===== config.mk =====
export PLATFORM = sky130hd
export DESIGN_NAME = execute_stage_flat
export DESIGN_NICKNAME = d
export VERILOG_FILES = /design/src/rtl/execute_stage_if.sv /design/src/rtl/execute_stage.sv /design/src/flat_wrapper.sv
export SDC_FILE = /design/constraint.sdc
export NUM_CORES = 1
export LEC_CHECK = 0
export ABC_AREA = 1
export ABC_CLOCK_PERIOD_IN_PS = 970
export BUFFER_PORTS_ARGS = -buffer_cell sky130_fd_sc_hd__buf_2
export CAP_MARGIN = 25
export CORE_ASPECT_RATIO = 0.5
export CORE_MARGIN = 2
export CORE_UTILIZATION = 35
export DETAILED_ROUTE_END_ITERATION = 8
export PLACE_DENSITY_LB_ADDON = 0.1
export SLEW_MARGIN = 5
export SYNTH_ARGS = -nofsm -noshare
export SYNTH_HDL_FRONTEND = slang
export SYNTH_SLANG_ARGS = --single-unit

===== constraint.sdc =====
create_clock -name CLK -period 0.97 [get_ports CLK]
set_input_delay 0.1455 -clock CLK [delete_from_list [all_inputs] [get_ports CLK]]
set_output_delay 0.1455 -clock CLK [all_outputs]
set_load 0.01 [all_outputs]

===== src/rtl/execute_stage_if.sv =====
// Signal bundle between the ID/EX register, hazard unit and the execute stage.
interface execute_stage_if;
    logic        EnableM;
    logic        FlushM;
    logic        RegWriteE;
    logic        MemtoRegE;
    logic        MemWriteE;
    logic        LoadE;
    logic        StopE;
    logic [3:0]  ALUControlE;
    logic [1:0]  ALUSrcAE;
    logic [1:0]  ALUSrcBE;
    logic [1:0]  RegDstE;
    logic [1:0]  HiLoSelE;
    logic [31:0] RD1E;
    logic [31:0] RD2E;
    logic [31:0] SignImmE;
    logic [31:0] SAE;
    logic [31:0] PCPlus4E;
    logic [4:0]  RtE;
    logic [4:0]  RdE;
    logic [4:0]  WriteRegE;
    logic        StallE;
    logic        RegWriteM;
    logic        MemtoRegM;
    logic        MemWriteM;
    logic        LoadM;
    logic        StopM;
    logic [31:0] ALUOutM;
    logic [31:0] WriteDataM;
    logic [4:0]  WriteRegM;

    modport master (
        output EnableM, FlushM, RegWriteE, MemtoRegE, MemWriteE, LoadE, StopE,
               ALUControlE, ALUSrcAE, ALUSrcBE, RegDstE, HiLoSelE,
               RD1E, RD2E, SignImmE, SAE, PCPlus4E, RtE, RdE,
        input  WriteRegE, StallE, RegWriteM, MemtoRegM, MemWriteM, LoadM, StopM,
               ALUOutM, WriteDataM, WriteRegM
    );

    modport slave (
        input  EnableM, FlushM, RegWriteE, MemtoRegE, MemWriteE, LoadE, StopE,
               ALUControlE, ALUSrcAE, ALUSrcBE, RegDstE, HiLoSelE,
               RD1E, RD2E, SignImmE, SAE, PCPlus4E, RtE, RdE,
        output WriteRegE, StallE, RegWriteM, MemtoRegM, MemWriteM, LoadM, StopM,
               ALUOutM, WriteDataM, WriteRegM
    );
endinterface


===== src/rtl/execute_stage.sv =====
// MIPS32 execute stage: operand muxes, ALU, HI/LO with iterative mul/div, EX/MEM register.
// Define MULDIV_EN to build HI/LO and the 32-cycle multiply/divide unit.
module execute_stage (
    input  logic           CLK,
    input  logic           RstN,
    execute_stage_if.slave bus
);
    logic [31:0] w_srcA, w_srcB, w_aluResult, w_result, w_hi, w_lo;
    logic [4:0]  w_writeReg;
    logic        w_stall;

    logic        r_regWrite, r_memtoReg, r_memWrite, r_load, r_stop;
    logic [31:0] r_aluOut, r_writeData;
    logic [4:0]  r_writeReg;

    always_comb begin
        case (bus.ALUSrcAE)
            2'b00:   w_srcA = bus.RD1E;
            2'b01:   w_srcA = bus.SAE;
            2'b10:   w_srcA = bus.PCPlus4E;
            default: w_srcA = 32'd0;
        endcase
        case (bus.ALUSrcBE)
            2'b00:   w_srcB = bus.RD2E;
            2'b01:   w_srcB = bus.SignImmE;
            default: w_srcB = 32'd0;
        endcase
        case (bus.RegDstE)
            2'b00:   w_writeReg = bus.RtE;
            2'b01:   w_writeReg = bus.RdE;
            default: w_writeReg = 5'd31;
        endcase
    end

    // Mul/div opcodes fall to the default and produce 0 on the ALU path.
    always_comb begin
        w_aluResult = 32'd0;
        case (bus.ALUControlE)
            4'b0000: w_aluResult = w_srcA + w_srcB;
            4'b0001: w_aluResult = w_srcA - w_srcB;
            4'b0010: w_aluResult = w_srcA & w_srcB;
            4'b0011: w_aluResult = w_srcA | w_srcB;
            4'b0100: w_aluResult = w_srcA ^ w_srcB;
            4'b0101: w_aluResult = ~(w_srcA | w_srcB);
            4'b0110: w_aluResult = {31'd0, $signed(w_srcA) < $signed(w_srcB)};
            4'b0111: w_aluResult = {31'd0, w_srcA < w_srcB};
            4'b1000: w_aluResult = w_srcB << w_srcA[4:0];
            4'b1001: w_aluResult = w_srcB >> w_srcA[4:0];
            4'b1010: w_aluResult = $signed(w_srcB) >>> w_srcA[4:0];
            4'b1011: w_aluResult = {w_srcB[15:0], 16'd0};
            default: w_aluResult = 32'd0;
        endcase
    end

`ifdef MULDIV_EN
    typedef enum logic [1:0] {IDLE, RUN, DONE} mdState_t;
    mdState_t    r_state, w_nextState;
    logic [31:0] r_hi, r_lo, r_accHi, r_accLo, r_opB, r_dividend;
    logic [4:0]  r_count;
    logic        r_isDiv, r_negA, r_negB;
    logic        w_mdOp, w_start, w_lastStep, w_aNeg, w_bNeg;
    logic [32:0] w_mulSum, w_divRem, w_divDiff;
    logic [31:0] w_stepHi, w_stepLo, w_finHi, w_finLo;
    logic [63:0] w_prod;

    assign w_mdOp = (bus.ALUControlE[3:2] == 2'b11) && !bus.RegWriteE;
    assign w_aNeg = !bus.ALUControlE[0] && w_srcA[31];
    assign w_bNeg = !bus.ALUControlE[0] && w_srcB[31];

    // DONE returns to IDLE without looking at the op, so a held instruction cannot restart.
    always_comb begin
        w_nextState = r_state;
        w_start     = 1'b0;
        w_lastStep  = 1'b0;
        w_stall     = 1'b0;
        case (r_state)
            IDLE: if (w_mdOp) begin
                w_nextState = RUN;
                w_start     = 1'b1;
                w_stall     = 1'b1;
            end
            RUN: begin
                w_stall = 1'b1;
                if (r_count == 5'd31) begin
                    w_nextState = DONE;
                    w_lastStep  = 1'b1;
                end
            end
            default: w_nextState = IDLE;
        endcase
    end

    // Shared accumulator: {accHi,accLo} is product (shift-add) or remainder:quotient (restoring).
    always_comb begin
        w_mulSum  = {1'b0, r_accHi} + (r_accLo[0] ? {1'b0, r_opB} : 33'd0);
        w_divRem  = {r_accHi, r_accLo[31]};
        w_divDiff = w_divRem - {1'b0, r_opB};
        if (!r_isDiv) begin
            w_stepHi = w_mulSum[32:1];
            w_stepLo = {w_mulSum[0], r_accLo[31:1]};
        end else if (!w_divDiff[32]) begin
            w_stepHi = w_divDiff[31:0];
            w_stepLo = {r_accLo[30:0], 1'b1};
        end else begin
            w_stepHi = w_divRem[31:0];
            w_stepLo = {r_accLo[30:0], 1'b0};
        end
        w_prod = (r_negA ^ r_negB) ? -{w_stepHi, w_stepLo} : {w_stepHi, w_stepLo};
        if (!r_isDiv) begin
            w_finHi = w_prod[63:32];
            w_finLo = w_prod[31:0];
        end else if (r_opB == 32'd0) begin
            w_finHi = r_dividend;
            w_finLo = 32'hFFFF_FFFF;
        end else begin
            w_finHi = r_negA ? -w_stepHi : w_stepHi;
            w_finLo = (r_negA ^ r_negB) ? -w_stepLo : w_stepLo;
        end
    end

    always_ff @(posedge CLK or negedge RstN) begin
        if (!RstN) begin
            r_state    <= IDLE;
            r_count    <= 5'd0;
            r_hi       <= 32'd0;
            r_lo       <= 32'd0;
            r_accHi    <= 32'd0;
            r_accLo    <= 32'd0;
            r_opB      <= 32'd0;
            r_dividend <= 32'd0;
            r_isDiv    <= 1'b0;
            r_negA     <= 1'b0;
            r_negB     <= 1'b0;
        end else begin
            r_state <= w_nextState;
            if (w_start) begin
                r_count    <= 5'd0;
                r_isDiv    <= bus.ALUControlE[1];
                r_negA     <= w_aNeg;
                r_negB     <= w_bNeg;
                r_accHi    <= 32'd0;
                r_accLo    <= w_aNeg ? -w_srcA : w_srcA;
                r_opB      <= w_bNeg ? -w_srcB : w_srcB;
                r_dividend <= w_srcA;
            end else if (r_state == RUN) begin
                r_count <= r_count + 5'd1;
                r_accHi <= w_stepHi;
                r_accLo <= w_stepLo;
                if (w_lastStep) begin
                    r_hi <= w_finHi;
                    r_lo <= w_finLo;
                end
            end
        end
    end

    assign w_hi = r_hi;
    assign w_lo = r_lo;
`else
    assign w_hi    = 32'd0;
    assign w_lo    = 32'd0;
    assign w_stall = 1'b0;
`endif

    always_comb begin
        case (bus.HiLoSelE)
            2'b01:   w_result = w_hi;
            2'b10:   w_result = w_lo;
            default: w_result = w_aluResult;
        endcase
    end

    // A stalled mul/div must not leak into MEM, so the stall inserts a bubble; StopM still follows StopE.
    always_ff @(posedge CLK or negedge RstN) begin
        if (!RstN) begin
            r_regWrite  <= 1'b0;
            r_memtoReg  <= 1'b0;
            r_memWrite  <= 1'b0;
            r_load      <= 1'b0;
            r_stop      <= 1'b0;
            r_aluOut    <= 32'd0;
            r_writeData <= 32'd0;
            r_writeReg  <= 5'd0;
        end else if (bus.FlushM || (w_stall && bus.EnableM)) begin
            r_regWrite  <= 1'b0;
            r_memtoReg  <= 1'b0;
            r_memWrite  <= 1'b0;
            r_load      <= 1'b0;
            r_stop      <= bus.StopE;
            r_aluOut    <= 32'd0;
            r_writeData <= 32'd0;
            r_writeReg  <= 5'd0;
        end else if (bus.EnableM) begin
            r_regWrite  <= bus.RegWriteE;
            r_memtoReg  <= bus.MemtoRegE;
            r_memWrite  <= bus.MemWriteE;
            r_load      <= bus.LoadE;
            r_stop      <= bus.StopE;
            r_aluOut    <= w_result;
            r_writeData <= bus.RD2E;
            r_writeReg  <= w_writeReg;
        end
    end

    assign bus.WriteRegE  = w_writeReg;
    assign bus.StallE     = w_stall;
    assign bus.RegWriteM  = r_regWrite;
    assign bus.MemtoRegM  = r_memtoReg;
    assign bus.MemWriteM  = r_memWrite;
    assign bus.LoadM      = r_load;
    assign bus.StopM      = r_stop;
    assign bus.ALUOutM    = r_aluOut;
    assign bus.WriteDataM = r_writeData;
    assign bus.WriteRegM  = r_writeReg;
endmodule


===== src/flat_wrapper.sv =====
// flat-port wrapper written by rule: the top's interface ports become plain ports
module execute_stage_flat 
  (CLK, RstN, bus_EnableM, bus_FlushM, bus_RegWriteE, bus_MemtoRegE, bus_MemWriteE, bus_LoadE, bus_StopE, bus_ALUControlE, bus_ALUSrcAE, bus_ALUSrcBE, bus_RegDstE, bus_HiLoSelE, bus_RD1E, bus_RD2E, bus_SignImmE, bus_SAE, bus_PCPlus4E, bus_RtE, bus_RdE, bus_WriteRegE, bus_StallE, bus_RegWriteM, bus_MemtoRegM, bus_MemWriteM, bus_LoadM, bus_StopM, bus_ALUOutM, bus_WriteDataM, bus_WriteRegM);
  execute_stage_if bus_i ();
  input  logic CLK;
  input  logic RstN;
  input wire logic [$bits(bus_i.EnableM)-1:0] bus_EnableM;
  input wire logic [$bits(bus_i.FlushM)-1:0] bus_FlushM;
  input wire logic [$bits(bus_i.RegWriteE)-1:0] bus_RegWriteE;
  input wire logic [$bits(bus_i.MemtoRegE)-1:0] bus_MemtoRegE;
  input wire logic [$bits(bus_i.MemWriteE)-1:0] bus_MemWriteE;
  input wire logic [$bits(bus_i.LoadE)-1:0] bus_LoadE;
  input wire logic [$bits(bus_i.StopE)-1:0] bus_StopE;
  input wire logic [$bits(bus_i.ALUControlE)-1:0] bus_ALUControlE;
  input wire logic [$bits(bus_i.ALUSrcAE)-1:0] bus_ALUSrcAE;
  input wire logic [$bits(bus_i.ALUSrcBE)-1:0] bus_ALUSrcBE;
  input wire logic [$bits(bus_i.RegDstE)-1:0] bus_RegDstE;
  input wire logic [$bits(bus_i.HiLoSelE)-1:0] bus_HiLoSelE;
  input wire logic [$bits(bus_i.RD1E)-1:0] bus_RD1E;
  input wire logic [$bits(bus_i.RD2E)-1:0] bus_RD2E;
  input wire logic [$bits(bus_i.SignImmE)-1:0] bus_SignImmE;
  input wire logic [$bits(bus_i.SAE)-1:0] bus_SAE;
  input wire logic [$bits(bus_i.PCPlus4E)-1:0] bus_PCPlus4E;
  input wire logic [$bits(bus_i.RtE)-1:0] bus_RtE;
  input wire logic [$bits(bus_i.RdE)-1:0] bus_RdE;
  output wire logic [$bits(bus_i.WriteRegE)-1:0] bus_WriteRegE;
  output wire logic [$bits(bus_i.StallE)-1:0] bus_StallE;
  output wire logic [$bits(bus_i.RegWriteM)-1:0] bus_RegWriteM;
  output wire logic [$bits(bus_i.MemtoRegM)-1:0] bus_MemtoRegM;
  output wire logic [$bits(bus_i.MemWriteM)-1:0] bus_MemWriteM;
  output wire logic [$bits(bus_i.LoadM)-1:0] bus_LoadM;
  output wire logic [$bits(bus_i.StopM)-1:0] bus_StopM;
  output wire logic [$bits(bus_i.ALUOutM)-1:0] bus_ALUOutM;
  output wire logic [$bits(bus_i.WriteDataM)-1:0] bus_WriteDataM;
  output wire logic [$bits(bus_i.WriteRegM)-1:0] bus_WriteRegM;
  assign bus_i.EnableM = bus_EnableM;
  assign bus_i.FlushM = bus_FlushM;
  assign bus_i.RegWriteE = bus_RegWriteE;
  assign bus_i.MemtoRegE = bus_MemtoRegE;
  assign bus_i.MemWriteE = bus_MemWriteE;
  assign bus_i.LoadE = bus_LoadE;
  assign bus_i.StopE = bus_StopE;
  assign bus_i.ALUControlE = bus_ALUControlE;
  assign bus_i.ALUSrcAE = bus_ALUSrcAE;
  assign bus_i.ALUSrcBE = bus_ALUSrcBE;
  assign bus_i.RegDstE = bus_RegDstE;
  assign bus_i.HiLoSelE = bus_HiLoSelE;
  assign bus_i.RD1E = bus_RD1E;
  assign bus_i.RD2E = bus_RD2E;
  assign bus_i.SignImmE = bus_SignImmE;
  assign bus_i.SAE = bus_SAE;
  assign bus_i.PCPlus4E = bus_PCPlus4E;
  assign bus_i.RtE = bus_RtE;
  assign bus_i.RdE = bus_RdE;
  assign bus_WriteRegE = bus_i.WriteRegE;
  assign bus_StallE = bus_i.StallE;
  assign bus_RegWriteM = bus_i.RegWriteM;
  assign bus_MemtoRegM = bus_i.MemtoRegM;
  assign bus_MemWriteM = bus_i.MemWriteM;
  assign bus_LoadM = bus_i.LoadM;
  assign bus_StopM = bus_i.StopM;
  assign bus_ALUOutM = bus_i.ALUOutM;
  assign bus_WriteDataM = bus_i.WriteDataM;
  assign bus_WriteRegM = bus_i.WriteRegM;
  execute_stage u_core (.CLK(CLK), .RstN(RstN), .bus(bus_i));
endmodule

== Word-level counts from Yosys, hierarchy flattened ==
Cells that the tools add are included.

* $add $sub $neg: 2
* Multiply operators: 0
* Div/mod/pow operators: 0
* Magnitude comparators: 2
* Eq/ne operators: 17
* Shifts and indexed selects: 3
* Mux-type cells: 21
* Bitwise gates (word level): 4
* Reduce and logical (&&, ||, !) cells: 6

{| class="wikitable"
|+ Operators by type and width
! cell !! number
|-
| $pmux W32 S12 || 1
|-
| $mux W32 || 5
|-
| $pmux W32 S3 || 1
|-
| $lt A32 B32 Y1 || 2
|-
| $pmux W32 S2 || 1
|-
| $add A32 B32 Y32 || 1
|-
| $and A32 B32 Y32 || 1
|-
| $not A32 Y32 || 1
|-
| $or A32 B32 Y32 || 1
|-
| $shl A32 B5 Y32 || 1
|-
| $shr A32 B5 Y32 || 1
|-
| $sshr A32 B5 Y32 || 1
|-
| $sub A32 B32 Y32 || 1
|-
| $xor A32 B32 Y32 || 1
|-
| $eq A4 B3 Y1 const B || 4
|-
| $eq A4 B4 Y1 const B || 4
|-
| $mux W1 || 10
|-
| $mux W5 || 2
|-
| $pmux W5 S2 || 1
|-
| $eq A2 B1 Y1 const B || 4
|-
| $eq A4 B2 Y1 const B || 2
|-
| $logic_not A2 Y1 || 3
|-
| $eq A2 B2 Y1 const B || 2
|-
| $eq A4 B1 Y1 const B || 1
|-
| 3 further kinds || 3
|}

* Bits in registers: 74
* Latch bits: 0
* RAM bits: 0
* ROM bits: 0
* Bits of input ports: 191
* Output and inout bits: 80
* Word-level logic and storage cells: 63
* Memories kept: 0

== Depth between registers and ports, before layout ==
* Depth in word-level cells: 8
* Gate-level depth with buffers: 26
* Depth with buffers taken out: 22

== Worst setup path before layout ==
OpenSTA, ideal clock, no wires.

* Kind: input to register
* From: input port bus_ALUSrcAE[1]
* To: register u_core.r_aluOut[15] (netlist: u_core.bus.ALUOutM[15])
* Setup time: 0.117 ns
* Arrival: 2.859 ns
* Data required time: 0.853 ns
* Slack: -2.006 ns
* Cell stages on the path: 21
* Buffers on the path: 4
* Cell sequence: inv_1 -> nor2_1 -> buf_2 -> nand2_1 -> o211ai_2 -> inv_1 -> buf_2 -> buf_1 -> ha_1 -> clkbuf_1 -> a21oi_1 -> o21ai_0 -> inv_1 -> nand2_1 -> a21oi_1 -> o21ai_0 -> or2_0 -> a21oi_1 -> nand2_1 -> nand2_1 -> nand2_1

* Word-level cells in the longest chain between the ends: 8
* Elaborated cells between the ends (all ways): 17
* Those cells by class: 2 x add/sub; 2 x eq/ne; 3 x shift; 5 x mux; 4 x bitwise; 1 x reduce/logical

{| class="wikitable"
|+ RTL lines
! what !! line !! source
|-
| start, declared || flat_wrapper.sv:15 || <nowiki>input wire logic [$bits(bus_i.ALUSrcAE)-1:0] bus_ALUSrcAE;</nowiki>
|-
| $eq A2 B2 Y1, or another cell as far along || execute_stage.sv:17 || <nowiki>case (bus.ALUSrcAE)</nowiki>
|-
| $pmux W32 S3 * || execute_stage.sv:17 ||
|-
| branches (longest 2 deep; another with $sub A32 B32 Y32) || -- ||
|-
| $pmux W32 S12 * || execute_stage.sv:38 || <nowiki>case (bus.ALUControlE)</nowiki>
|-
| $mux W32 * || execute_stage.sv:166 || <nowiki>case (bus.HiLoSelE)</nowiki>
|-
| $mux W32 * || execute_stage.sv:193 || <nowiki>end else if (bus.EnableM) begin</nowiki>
|-
| $mux W32 * || execute_stage.sv:184 || <nowiki>end else if (bus.FlushM || (w_stall && bus.EnableM)) begin</nowiki>
|-
| end signal, assigned || execute_stage.sv:199 || <nowiki>r_aluOut <= w_result;</nowiki>
|-
| end, declared || execute_stage.sv:13 || <nowiki>logic [31:0] r_aluOut, r_writeData;</nowiki>
|}

Every way passes the cells marked *. The select of a mux whose other input is x is not followed.
A chain may end at the register's enable or synchronous reset.

== Worst setup path after layout ==
* From: input port bus_ALUSrcAE[1]
* To: register u_core.r_aluOut[12] (netlist: u_core.bus.ALUOutM[12])

Same word-level chain as after synthesis.

==> results.json <==
{
  "synthCells": 2574,
  "r2r_setup_slack_ns": 0.11,
  "antenna_found_initial": 2,
  "fin_nets": 3868,
  "ys_top_cells_by_count": "844 x nand2_1, 503 x nand3_1, 270 x inv_1",
  "slew_viol_final": 0,
  "leakage_nw": 13.83,
  "dp.final_hpwl_um": 74540,
  "drive_above_1_share_pct": 49.31,
  "route.met3.wl_um": 12370,
  "h-tree-depth": 3,
  "clockBufferDepth": 2,
  "grt_setup_unrepaired": "yes",
  "yosysSeqAreaShare_pct": 13.36,
  "syn_area_sq_um": 13860,
  "routabilityCongestion": 1.084,
  "synthesis.nets": 2872,
  "fin_setup_tns_ns": -56.22,
  "areaGrowthSynthToFinish_pct": 91.53,
  "synth-edff-count": 0,
  "io_buffers": 269,
  "power_density_nw_per_um2": 1017,
  "cap_violations": 0,
  "crit_type": "in -> reg",
  "fmax_ghz": 0.3642,
  "setup-violations-final": 106,
  "synth_top_cell_area_share_pct": 22.85,
  "synth.avg_cell_area_sq_um": 5.386,
  "ys_warn_count": 0,
  "relSlewSlack_pct": 56.64,
  "synth.area.top_cells": "nand2_1 23%, nand3_1 18%, dfrtp_1 13%, ha_1 9.5%, inv_1 7.3%",
  "die_h_um": 144.7,
  "end_kind": "flop",
  "ios": 271,
  "cts_tree": "yes",
  "grt_max_degree": 64,
  "vias": 22836,
  "wl_met1_um": 38580,
  "post-route-util_pct": 68.10,
  "drtIter0Drc": 2873,
  "synth_cell_types": 52,
  "routedWlPerCell_um": 23.18,
  "status": "finished with violations",
  "tightest_slew_ns": 0.6504,
  "start_util_pct": 35.56,
  "grt_pass1_wl_um": 135000,
  "path_max_fanout": 6,
  "firstDrtPassIters": 6,
  "finalHoldViolations": 0,
  "root_buffer": "clkbuf_16",
  "timing.final.crit_period_ns": 2.746,
  "grtUsageTotal_pct": 44.63,
  "ys.flop_type": "dfrtp_1",
  "synth_seq_cells": 74,
  "layout_setup_ws_ns": -1.776,
  "peakVddDrop_mv": 0.8832,
  "grt_pass1_vias": 21376,
  "cts_made_buffers": 9,
  "coreArea_sq_um": 38990,
  "drc": 0,
  "clock_skew_ns": 0,
  "multi_input_comb_area_sq_um": 13900,
  "seqCellArea_sq_um": 1852,
  "min-delay-path-class": "in -> reg",
  "cp.required_ns": 1.24,
  "die-area_sq_um": 41310,
  "synth_largest_area_cell": "nand2_1",
  "violations": "negative setup slack",
  "critical_path.startpoint_type": "input pin",
  "top_layer": "met5",
  "fp.dieW_um": 285.5,
  "post-synth-top-count-cell": "nand2_1",
  "overflow": 0,
  "cts_sinks": 74,
  "dr_wl_met2_um": 39130,
  "via_per_inst": 5.560,
  "cp.arrival_ns": 3.01,
  "cts.clk_slew.worst_paths_ns": 0.08,
  "routed_wl_um": 95200,
  "timing.final.crit_share_pct": 283.0,
  "synthArstFlopShare_pct": 100.0,
  "placementRows": 51,
  "insertion_delay_ns": 0.37,
  "ant_nets": 0,
  "num-fill-cells": 3563
}
## cell type report
cell class                 count  share of cell area (%)
antenna                        2                 0.01885
timing repair buffer        1108                   32.86
clock inverter                 7                  0.3110
clock buffer                   9                  0.8482
multi-input combinational   2101                   52.33
sequential                    74                   6.974
tap                          530                   2.497
inverter                     276                   4.156
## flip-flops by register name, indices dropped and copies added (netlist names)
register and flops:
u_core.bus.ALUOutM 32, u_core.bus.WriteDataM 32, u_core.bus.WriteRegM 5, u_core.bus.LoadM 1
u_core.bus.MemWriteM 1, u_core.bus.MemtoRegM 1, u_core.bus.RegWriteM 1, u_core.bus.StopM 1
## stage by stage
stage | worst slack [ns] | power (mW) | hold slack, ns | cells | instance area [sq um]
final | -1.776 | 27.01 | 0.009759 | 4107 | 26550
after detailed placement | -2.566 | 18.21 | 0.08136 | 3936 | 21460
after floorplan | -1.509 | 10.45 | -0.1501 | 2574 | 14710
after CTS | -1.604 | 24.97 | 0.0005837 | 4071 | 25060
after global routing | -1.750 | 28.11 | 0.02573 | 4106 | 26550
after global placement | -2.567 | 18.20 | 0.08078 | 3936 | 21460
## cells by family (layout without fill, tap and decap cells)
| kind of cell | after synthesis | count (layout) | share of synthesized area [%] |
|---|---|---|---|
| AO/OA/AOI/OAI | 353 | 353 | 14.98 |
| multiplexers | 1 | 1 | 0.08122 |
| AND/OR/NAND/NOR | 1634 | 1634 | 50.23 |
| buffers and inverters | 399 | 1400 | 11.25 |
| other | 1 | 3 | 0.02705 |
| adder cells (fa/ha/maj) | 107 | 107 | 9.765 |
| flip-flops | 74 | 74 | 13.36 |
| XOR/XNOR | 5 | 5 | 0.3159 |
## critical path, stage by stage
cell      delay (ns)
buf_12          0.11
inv_12          0.03
nor2_4          0.23
buf_12          0.17
buf_6           0.11
nand2_4         0.04
o211ai_4        0.15
inv_2           0.14
ha_4            0.30
buf_6           0.15
nor2_4          0.12
nand2_2         0.13
o21ai_4         0.23
nand2_2         0.11
nand2_2         0.08
a21oi_1         0.07
a211oi_2        0.31
buf_4           0.21
nand2_2         0.05
nand2_2         0.05
nand2_1         0.05
## repair_timing
action	CTS	global route
cloned	9	2
hold endpoints to repair	33	0
pin swaps	173	146
setup endpoints to repair	111	111
setup buffers	111	44
gates resized for setup	575	314
hold buffers	2	0
## power breakdown
part / total (mW) / switching (mW) / internal (mW)
Sequential: 3.33 / 0.0984 / 3.24
Combinational: 19.8 / 11.4 / 8.46
Clock: 3.85 / 1.81 / 2.05
## routing by layer
layer | up-vias | track usage [%]
met5 | - | 0
met4 | 2 | 21.30
met3 | 272 | 16.36
met2 | 1298 | 66.57
met1 | 10740 | 57.14
li1 | 10524 | -
## cell usage in the layout, fill, tap and decap left out, types with 27 or more instances in the layout
cell type / netlist / final
a21oi_1: 108 / 46
a21oi_2: 0 / 37
buf_12: 0 / 37
buf_2: 37 / 248
buf_4: 4 / 711
buf_6: 0 / 96
dfrtp_1: 74 / 74
ha_1: 105 / 65
ha_4: 0 / 28
inv_1: 270 / 205
inv_2: 4 / 53
nand2_1: 844 / 688
nand2_2: 1 / 113
nand2_4: 0 / 41
nand3_1: 503 / 391
nand3_2: 1 / 86
nand3_4: 0 / 27
nand4_1: 35 / 35
nor2_1: 204 / 125
nor2_2: 4 / 35
nor2_4: 1 / 49
o21ai_0: 113 / 52
o21ai_1: 25 / 34
o21ai_2: 7 / 40
## final timing paths
kind / start / endpoint / cells after the start
worst max-delay path: bus_ALUSrcAE[1] / u_core.bus.ALUOutM[12] / 21
worst min-delay path: bus_RD2E[24] / u_core.bus.WriteDataM[24] / 3
worst max register to register: u_core.bus.WriteDataM[1] / u_core.bus.WriteDataM[1] / 4
worst min register to register: u_core.bus.MemtoRegM / u_core.bus.MemtoRegM / 2
max in group asynchronous: RstN / u_core.bus.WriteDataM[28] / 3
min in group asynchronous: RstN / u_core.bus.ALUOutM[16] / 2
No activity file was read; power rests on OpenSTA's default activity.
